[src/rtl/gt_mmio_pkg.sv]
// Shared definitions for the data-side MMIO bridge: register map, CTRL bit
// positions and the RNG feedback function.
package gt_mmio_pkg;

  // I/O register byte addresses (word aligned).
  localparam logic [31:0] ADDR_LED     = 32'h0000_1000;
  localparam logic [31:0] ADDR_STATUS  = 32'h0000_1004;
  localparam logic [31:0] ADDR_BTN_CLR = 32'h0000_1008;
  localparam logic [31:0] ADDR_RNG     = 32'h0000_100C;
  localparam logic [31:0] ADDR_COUNT   = 32'h0000_1010;
  localparam logic [31:0] ADDR_CMP     = 32'h0000_1014;
  localparam logic [31:0] ADDR_CTRL    = 32'h0000_1018;

  // Timer CTRL bit indices.
  localparam int CTRL_EN   = 0;
  localparam int CTRL_AUTO = 1;
  localparam int CTRL_EXP  = 2;

  // Galois feedback taps of the 32-bit RNG.
  localparam logic [31:0] LFSR_TAPS = 32'h8020_0003;

  // One right-shift step of the Galois LFSR.
  function automatic logic [31:0] lfsr_next(input logic [31:0] s);
    return (s >> 1) ^ (s[0] ? LFSR_TAPS : 32'h0);
  endfunction

endpackage

[src/rtl/mmio_bridge_if.sv]
// Core data-memory port as seen by the bridge. The master side is the rest of
// the system: the datapath drives address/data/strobe and the data RAM
// returns its read word; the bridge returns load data and the RAM write enable.
interface mmio_bridge_if;
  logic [31:0] mem_addr;
  logic [31:0] mem_wdata;
  logic        mem_we;
  logic [31:0] rdata;
  logic        ram_we;
  logic [31:0] ram_rdata;

  modport master (output mem_addr, mem_wdata, mem_we, ram_rdata,
                  input  rdata, ram_we);
  modport slave  (input  mem_addr, mem_wdata, mem_we, ram_rdata,
                  output rdata, ram_we);
endinterface

[src/rtl/btn_sync_edge.sv]
// Two-flop synchronisers for the asynchronous buttons and switches, plus a
// rising-edge pulse on each synchronised button.
module btn_sync_edge #(
  parameter int N_BTN = 4,
  parameter int N_SW  = 8
) (
  input  logic             clk,
  input  logic             rst,
  input  logic [N_BTN-1:0] btn_i,
  input  logic [N_SW-1:0]  sw_i,
  output logic [N_BTN-1:0] btn_rise_o,
  output logic [N_SW-1:0]  sw_sync_o
);

  logic [N_BTN-1:0] btn_meta_q, btn_sync_q, btn_prev_q;
  logic [N_SW-1:0]  sw_meta_q, sw_sync_q;

  // Synchroniser chains; btn_prev_q remembers last cycle's synchronised level.
  always_ff @(posedge clk or posedge rst) begin
    if (rst) begin
      btn_meta_q <= '0;
      btn_sync_q <= '0;
      btn_prev_q <= '0;
      sw_meta_q  <= '0;
      sw_sync_q  <= '0;
    end else begin
      // NOTE: non-blocking so each stage samples the previous stage's pre-edge value.
      btn_meta_q <= btn_i;
      btn_sync_q <= btn_meta_q;
      btn_prev_q <= btn_sync_q;
      sw_meta_q  <= sw_i;
      sw_sync_q  <= sw_meta_q;
    end
  end

  assign btn_rise_o = btn_sync_q & ~btn_prev_q;
  assign sw_sync_o  = sw_sync_q;

endmodule

[src/rtl/mmio_bridge.sv]
// Data-side address decoder: RAM passthrough below 4*RAM_WORDS, an I/O window
// at 0x1000-0x101C (LED, switch/button status, RNG, compare timer), zero
// elsewhere. Loads are combinational; all register updates on the rising edge.
module mmio_bridge
  import gt_mmio_pkg::*;
#(
  parameter int          RAM_WORDS = 256,
  parameter logic [31:0] LFSR_SEED = 32'hACE1_2024,
  parameter int          N_BTN     = 4,
  parameter int          N_SW      = 8
) (
  input  logic             clk,
  input  logic             rst,
  mmio_bridge_if.slave     bus,
  input  logic [N_SW-1:0]  sw_i,
  input  logic [N_BTN-1:0] btn_i,
  output logic [7:0]       led_o,
  output logic             timer_irq
);

  logic [31:0] addr_w;
  logic        is_ram, wr_io;
  logic        wr_led, wr_clr, wr_rng, wr_cmp, wr_ctrl;
  logic [N_BTN-1:0] btn_rise;
  logic [N_SW-1:0]  sw_sync;
  logic [31:0] status_w;
  logic        hit, run;
  logic        unused_addr_lo;

  logic [7:0]       led_q, led_d;
  logic [N_BTN-1:0] pend_q, pend_d;
  logic [31:0]      lfsr_q, lfsr_d;
  logic [31:0]      count_q, count_d;
  logic [31:0]      cmp_q, cmp_d;
  logic             en_q, en_d, auto_q, auto_d, exp_q, exp_d;
  // Set after a one-shot match so COUNT resting on CMP does not re-match
  // once EXPIRED is cleared; lets the counter resume past CMP.
  logic             held_q, held_d;

  btn_sync_edge #(.N_BTN(N_BTN), .N_SW(N_SW)) u_sync (
    .clk       (clk),
    .rst       (rst),
    .btn_i     (btn_i),
    .sw_i      (sw_i),
    .btn_rise_o(btn_rise),
    .sw_sync_o (sw_sync)
  );

  // Byte offset bits carry no information for word registers.
  assign unused_addr_lo = ^bus.mem_addr[1:0];

  assign addr_w     = {bus.mem_addr[31:2], 2'b00};
  assign is_ram     = bus.mem_addr[31:2] < 30'(RAM_WORDS);
  assign bus.ram_we = bus.mem_we & is_ram;
  assign wr_io      = bus.mem_we & ~is_ram;
  assign wr_led     = wr_io && (addr_w == ADDR_LED);
  assign wr_clr     = wr_io && (addr_w == ADDR_BTN_CLR);
  assign wr_rng     = wr_io && (addr_w == ADDR_RNG);
  assign wr_cmp     = wr_io && (addr_w == ADDR_CMP);
  assign wr_ctrl    = wr_io && (addr_w == ADDR_CTRL);

  assign hit = en_q && (count_q == cmp_q) && !held_q;
  assign run = en_q && !(exp_q && !auto_q);

  // Next-state for every I/O register.
  always_comb begin
    // NOTE: defaults first so every path assigns every signal and no latch is inferred.
    led_d   = led_q;
    cmp_d   = cmp_q;
    en_d    = en_q;
    auto_d  = auto_q;
    exp_d   = exp_q;
    count_d = count_q;
    held_d  = held_q;

    if (wr_led) led_d = bus.mem_wdata[7:0];

    // A new button edge wins over a coincident clear.
    pend_d = (pend_q & ~(wr_clr ? bus.mem_wdata[N_BTN-1:0] : '0)) | btn_rise;

    if (wr_rng) lfsr_d = (bus.mem_wdata == 32'h0) ? LFSR_SEED : bus.mem_wdata;
    else        lfsr_d = lfsr_next(lfsr_q);

    if (wr_cmp) cmp_d = bus.mem_wdata;
    if (wr_ctrl) begin
      en_d   = bus.mem_wdata[CTRL_EN];
      auto_d = bus.mem_wdata[CTRL_AUTO];
      if (bus.mem_wdata[CTRL_EXP]) exp_d = 1'b0;
    end
    if (hit) exp_d = 1'b1;

    if (wr_cmp) begin
      count_d = '0;
      held_d  = 1'b0;
    end else if (hit) begin
      count_d = auto_q ? 32'h0 : count_q;
      held_d  = !auto_q;
    end else if (run) begin
      count_d = count_q + 32'd1;
      held_d  = 1'b0;
    end
  end

  // Register state; everything returns to reset values asynchronously.
  always_ff @(posedge clk or posedge rst) begin
    if (rst) begin
      led_q   <= '0;
      pend_q  <= '0;
      lfsr_q  <= LFSR_SEED;
      count_q <= '0;
      cmp_q   <= 32'hFFFF_FFFF;
      en_q    <= 1'b0;
      auto_q  <= 1'b0;
      exp_q   <= 1'b0;
      held_q  <= 1'b0;
    end else begin
      led_q   <= led_d;
      pend_q  <= pend_d;
      lfsr_q  <= lfsr_d;
      count_q <= count_d;
      cmp_q   <= cmp_d;
      en_q    <= en_d;
      auto_q  <= auto_d;
      exp_q   <= exp_d;
      held_q  <= held_d;
    end
  end

  // Load data mux: RAM, I/O register, or zero.
  always_comb begin
    status_w = '0;
    status_w[N_SW-1:0]  = sw_sync;
    status_w[16 +: N_BTN] = pend_q;
    bus.rdata = '0;
    if (is_ram) begin
      bus.rdata = bus.ram_rdata;
    end else begin
      case (addr_w)
        ADDR_LED:    bus.rdata = {24'h0, led_q};
        ADDR_STATUS: bus.rdata = status_w;
        ADDR_RNG:    bus.rdata = lfsr_q;
        ADDR_COUNT:  bus.rdata = count_q;
        ADDR_CMP:    bus.rdata = cmp_q;
        ADDR_CTRL:   bus.rdata = {29'h0, exp_q, auto_q, en_q};
        default:     bus.rdata = '0;
      endcase
    end
  end

  assign led_o     = led_q;
  assign timer_irq = exp_q;

endmodule

[src/flat_wrapper.sv]
// flat-port wrapper written by rule: the top's interface ports become plain ports
module mmio_bridge_flat import gt_mmio_pkg::*;
#(
  parameter int          RAM_WORDS = 256,
  parameter logic [31:0] LFSR_SEED = 32'hACE1_2024,
  parameter int          N_BTN     = 4,
  parameter int          N_SW      = 8
)
  (clk, rst, sw_i, btn_i, led_o, timer_irq, bus_mem_addr, bus_mem_wdata, bus_mem_we, bus_ram_rdata, bus_rdata, bus_ram_we);
  mmio_bridge_if bus_i ();
  input  logic clk;
  input  logic rst;
  input  logic [N_SW-1:0] sw_i;
  input  logic [N_BTN-1:0] btn_i;
  output logic [7:0] led_o;
  output logic timer_irq;
  input wire logic [$bits(bus_i.mem_addr)-1:0] bus_mem_addr;
  input wire logic [$bits(bus_i.mem_wdata)-1:0] bus_mem_wdata;
  input wire logic [$bits(bus_i.mem_we)-1:0] bus_mem_we;
  input wire logic [$bits(bus_i.ram_rdata)-1:0] bus_ram_rdata;
  output wire logic [$bits(bus_i.rdata)-1:0] bus_rdata;
  output wire logic [$bits(bus_i.ram_we)-1:0] bus_ram_we;
  assign bus_i.mem_addr = bus_mem_addr;
  assign bus_i.mem_wdata = bus_mem_wdata;
  assign bus_i.mem_we = bus_mem_we;
  assign bus_i.ram_rdata = bus_ram_rdata;
  assign bus_rdata = bus_i.rdata;
  assign bus_ram_we = bus_i.ram_we;
  mmio_bridge #(.RAM_WORDS(RAM_WORDS), .LFSR_SEED(LFSR_SEED), .N_BTN(N_BTN), .N_SW(N_SW)) u_core (.clk(clk), .rst(rst), .bus(bus_i), .sw_i(sw_i), .btn_i(btn_i), .led_o(led_o), .timer_irq(timer_irq));
endmodule
[config.mk]
export PLATFORM = sky130hd
export DESIGN_NAME = mmio_bridge_flat
export DESIGN_NICKNAME = d
export VERILOG_FILES = /design/src/rtl/gt_mmio_pkg.sv /design/src/rtl/mmio_bridge_if.sv /design/src/rtl/btn_sync_edge.sv /design/src/rtl/mmio_bridge.sv /design/src/flat_wrapper.sv
export SDC_FILE = /design/constraint.sdc
export NUM_CORES = 1
export LEC_CHECK = 0
export ABC_AREA = 1
export BUFFER_PORTS_ARGS = -buffer_cell sky130_fd_sc_hd__buf_2
export CAP_MARGIN = 10
export CORE_MARGIN = 4
export CORE_UTILIZATION = 50
export CTS_CLUSTER_DIAMETER = 80
export DETAILED_ROUTE_END_ITERATION = 10
export PLACE_DENSITY = 0.84
export RECOVER_POWER = 50
export SKIP_LAST_GASP = 1
export SYNTH_ARGS = -nofsm -noshare
export SYNTH_HDL_FRONTEND = slang
export SYNTH_SLANG_ARGS = --single-unit
[constraint.sdc]
create_clock -name clk -period 3.6 [get_ports clk]
set_input_delay 0.18 -clock clk [delete_from_list [all_inputs] [get_ports clk]]
set_output_delay 0.18 -clock clk [all_outputs]
set_load 0.05 [all_outputs]
==> results.ini <==
[run_status]
status = complete, but fails checks
violations = capacitance limit, slew limit

[clock_tree]
ctsRootBufferMaster = clkbuf_16
h-tree-depth = 4
clk_path_buf_depth = 2
clk_pin_slew_ns = 0.06
clock_sinks = 140
insertion_delay_ns = 0.43
cts_tree = done
cts_buffers = 17
post_cts_buffers = 0

[setup_path]
crit_chain = buf_2, nor2_1, nand2_1, nor2_1, clkinv_1, nor2_1, buf_4, nand2_1, inv_2, nand2_1, nand2_1, nor2_1, nand3_1, buf_2
r2r_slack_ns = 1.24
critPathArrivalTime_ns = 2.49
ff2ff_path_depth = 12
crit_buf_inv = 5
worst_path_max_delay_cell = inv_2
critPathKind = input pin to output pin
endpoint_kind = output pin
cp_top_family = simple AND/OR/NAND/NOR gates
reg2reg_from = u_core.count_q[30]
crit_fanout = 24
critPathMaxStageDelay_ns = 0.35
required_ns = 3.42
cp-start-kind = input pin
worst_r2r_endpoint = u_core.count_q[24]

[cells_and_area]
drive_gt1_frac = 0.2103
register_area_sq_um = 3557
stdcell_count = 1562
multi_input_area_sq_um = 4040
syn_to_final_growth_pct = 20.11
fill_cells = 1419
fin_nets = 1445
num_antenna_cells = 0

[hold_path]
worstHoldStart = bus_mem_wdata[16]
holdPathEnd = u_core.cmp_q[16]
worstHoldPathType = input pin to register
min_path_cells = 3

[logic_synthesis]
synth_area_per_cell_sq_um = 7.118
synth_compound_area_frac = 0.1145
syn_area_sq_um = 8349
synth_top_family_by_area = simple AND/OR/NAND/NOR gates
synth.mux.area_fraction = 0
yosys_register_bits = 140
synth_nets = 1285
yosys.area.top_type = dfrtp_1
ys_seq_area_frac = 0.4260
netlist_instances = 1173
synth-simple-area-share = 0.3381
synth.area.top_cells = dfrtp_1 29%, nand2_1 17%, dfstp_2 14%
synth_top_area_share = 0.2907
synth_cell_types = 38
synth_warnings = 0
synth_xor_area_frac = 0.03147
synthAdderAreaFrac = 0.001499

[timing]
timing.final.crit_share = 0.7420
fin_skew_ns = 0.009331
drv_slew = 41
relSlewSlack = -0.1710
finalHoldViolCount = 0
finalSetupViolCount = 0
worst-slew-pin-transition_ns = 1.747
setup_tns_ns = 0
rsz0062_at_grt = no
fin_crit_ns = 2.671
max_clock_freq_mhz = 374.3

[floorplan]
die_w_um = 137.2
start_util = 0.5181
fp.coreArea_sq_um = 16120
die_area_sq_um = 18830
ioPinCount = 153
die_h_um = 137.2
rows = 46

[route]
dr_total_vias = 8476
drtAntennaViolNets = 0
drt_wl_total_um = 25980
drt-pass1-iter-count = 6
routed_via_density = 5.426
drt_iter0_markers = 852
drc = 0
wl_per_cell_um = 16.64

[global_routing]
grt_use_total = 0.2863
grt-ovfl-total = 0
grt_pass1_wl_um = 41500
antenna_found_initial = 0
grt_max_degree = 85
grt_pass1_vias = 8051

[run]
maxCapViolations = 1

[place]
io_buffers = 150
dp.cells = 1501
gp_congestion = 0.9917
dpl.hpwl_um = 19060

[power_and_ir_drop]
ir_drop_mv = 0.3661
p_leak_nw = 4.682
power_density_nw_per_um2 = 378.9
power.total_mw = 3.800

==> flip-flops by register name, summed over array words and instances (netlist names) <==
signal,cells
u_core.held_q,1
u_core.en_q,1
u_core.timer_irq,1
u_core.cmp_q,32
u_core.led_o,8
u_core.pend_q,4
u_core.count_q,32
u_core.u_sync.sw_sync_o,8
u_core.u_sync.sw_meta_q,8
u_core.u_sync.btn_sync_q,4
u_core.u_sync.btn_prev_q,4
u_core.auto_q,1
u_core.u_sync.btn_meta_q,4
u_core.lfsr_q,32
==> worst max path at each step <==
stage,startpoint,endpoint,cells after the start
global route,rst,u_core.lfsr_q[25],4
finish,bus_mem_addr[15],bus_rdata[4],14
floorplan,bus_mem_addr[10],bus_rdata[21],9
CTS,bus_mem_addr[15],bus_rdata[4],14
detailed placement,bus_mem_addr[15],bus_rdata[4],14
global placement,bus_mem_addr[10],bus_rdata[4],14
==> logic make-up after synthesis <==
logic type / after synthesis
XOR/XNOR: 30
AO/OA/AOI/OAI: 157
flip-flops: 140
buffers and inverters: 170
adder cells (fa/ha/maj): 1
AND/OR/NAND/NOR: 675
==> layout make-up <==
type                            instances  share of cell area
Sequential cell                       140              0.3547
Timing Repair Buffer                  190              0.1103
Clock buffer                           17             0.04242
Inverter                              121             0.04541
Tap cell                              216             0.02695
Clock inverter                         15             0.01734
Multi-Input combinational cell        863              0.4029
==> layout by cell type (no fill, tap or decap), types with 20 or more instances in the layout <==
cell type / synthesis / routed
o21ai_0: 63 / 63
dfrtp_1: 97 / 97
inv_1: 98 / 97
dlygate4sd3_1: 0 / 29
nand2_1: 377 / 377
a21oi_1: 39 / 39
dfstp_2: 43 / 43
o21ai_2: 25 / 25
nand3_1: 64 / 63
nor2_1: 164 / 167
xor2_1: 20 / 20
buf_2: 22 / 139
==> per-stage QoR <==
step / setup WS (ns) / hold slack [ns] / area [sq um] / util
after detailed placement: 1.080 / 0.2893 / 9190 / 0.5703
after floorplan: 1.391 / 0.2114 / 8353 / -
after global routing: 0.5182 / 0.02777 / 10030 / 0.6223
after global placement: 1.111 / 0.2873 / 9190 / 0.5703
final: 0.9286 / 0.01523 / 10030 / 0.6223
after CTS: 1.074 / 0.004261 / 10080 / 0.6255
==> synthesized netlist by cell type <==
cell,number
nand2_1,377
nor2_1,164
inv_1,98
dfrtp_1,97
nand3_1,64
o21ai_0,63
dfstp_2,43
a21oi_1,39
o21ai_2,25
buf_2,22
inv_2,20
xor2_1,20
o2111ai_1,19
nand3b_1,18
clkbuf_1,13
nor3_1,11
nand4_1,10
xnor2_1,10
nor4_1,9
o21ai_1,9
buf_6,7
nor2_2,7
buf_4,5
nand2_2,4
and2_1,3
clkinv_1,3
nand3_2,2
buf_1,1
clkbuf_2,1
ha_1,1
nand2_4,1
nand4_2,1
nor2_4,1
nor3b_1,1
o211ai_1,1
o21bai_1,1
or2_1,1
or2_2,1
==> worst register-to-register path, delay by kind of cell (launching register included) <==
kind | cells | cell delay [ns]
simple gates | 10 | 1.57
flops | 1 | 0.45
compound gates | 1 | 0.09
buf+inv | 1 | 0.17
==> power breakdown <==
part	internal, mW	total, mW	switching (mW)
clock network	0.996	1.79	0.794
registers	1.69	1.76	0.0697
logic	0.114	0.249	0.135
==> metal layers <==
layer / vias to the layer above / wire length [um] / global-route usage
met4: 0 / 885 / 0.1197
met1: 3924 / 10540 / 0.3900
met3: 73 / 2422 / 0.04748
met5: - / 0 / 0
li1: 4051 / - / -
met2: 428 / 12130 / 0.4553
==> repair_timing <==
item / CTS / global route
hold buffers: 29 / 0
setup endpoints to repair: 0 / 0
resized for setup: 0 / 0
hold endpoints to repair: 62 / 0
No activity file was read; power rests on OpenSTA's default activity.
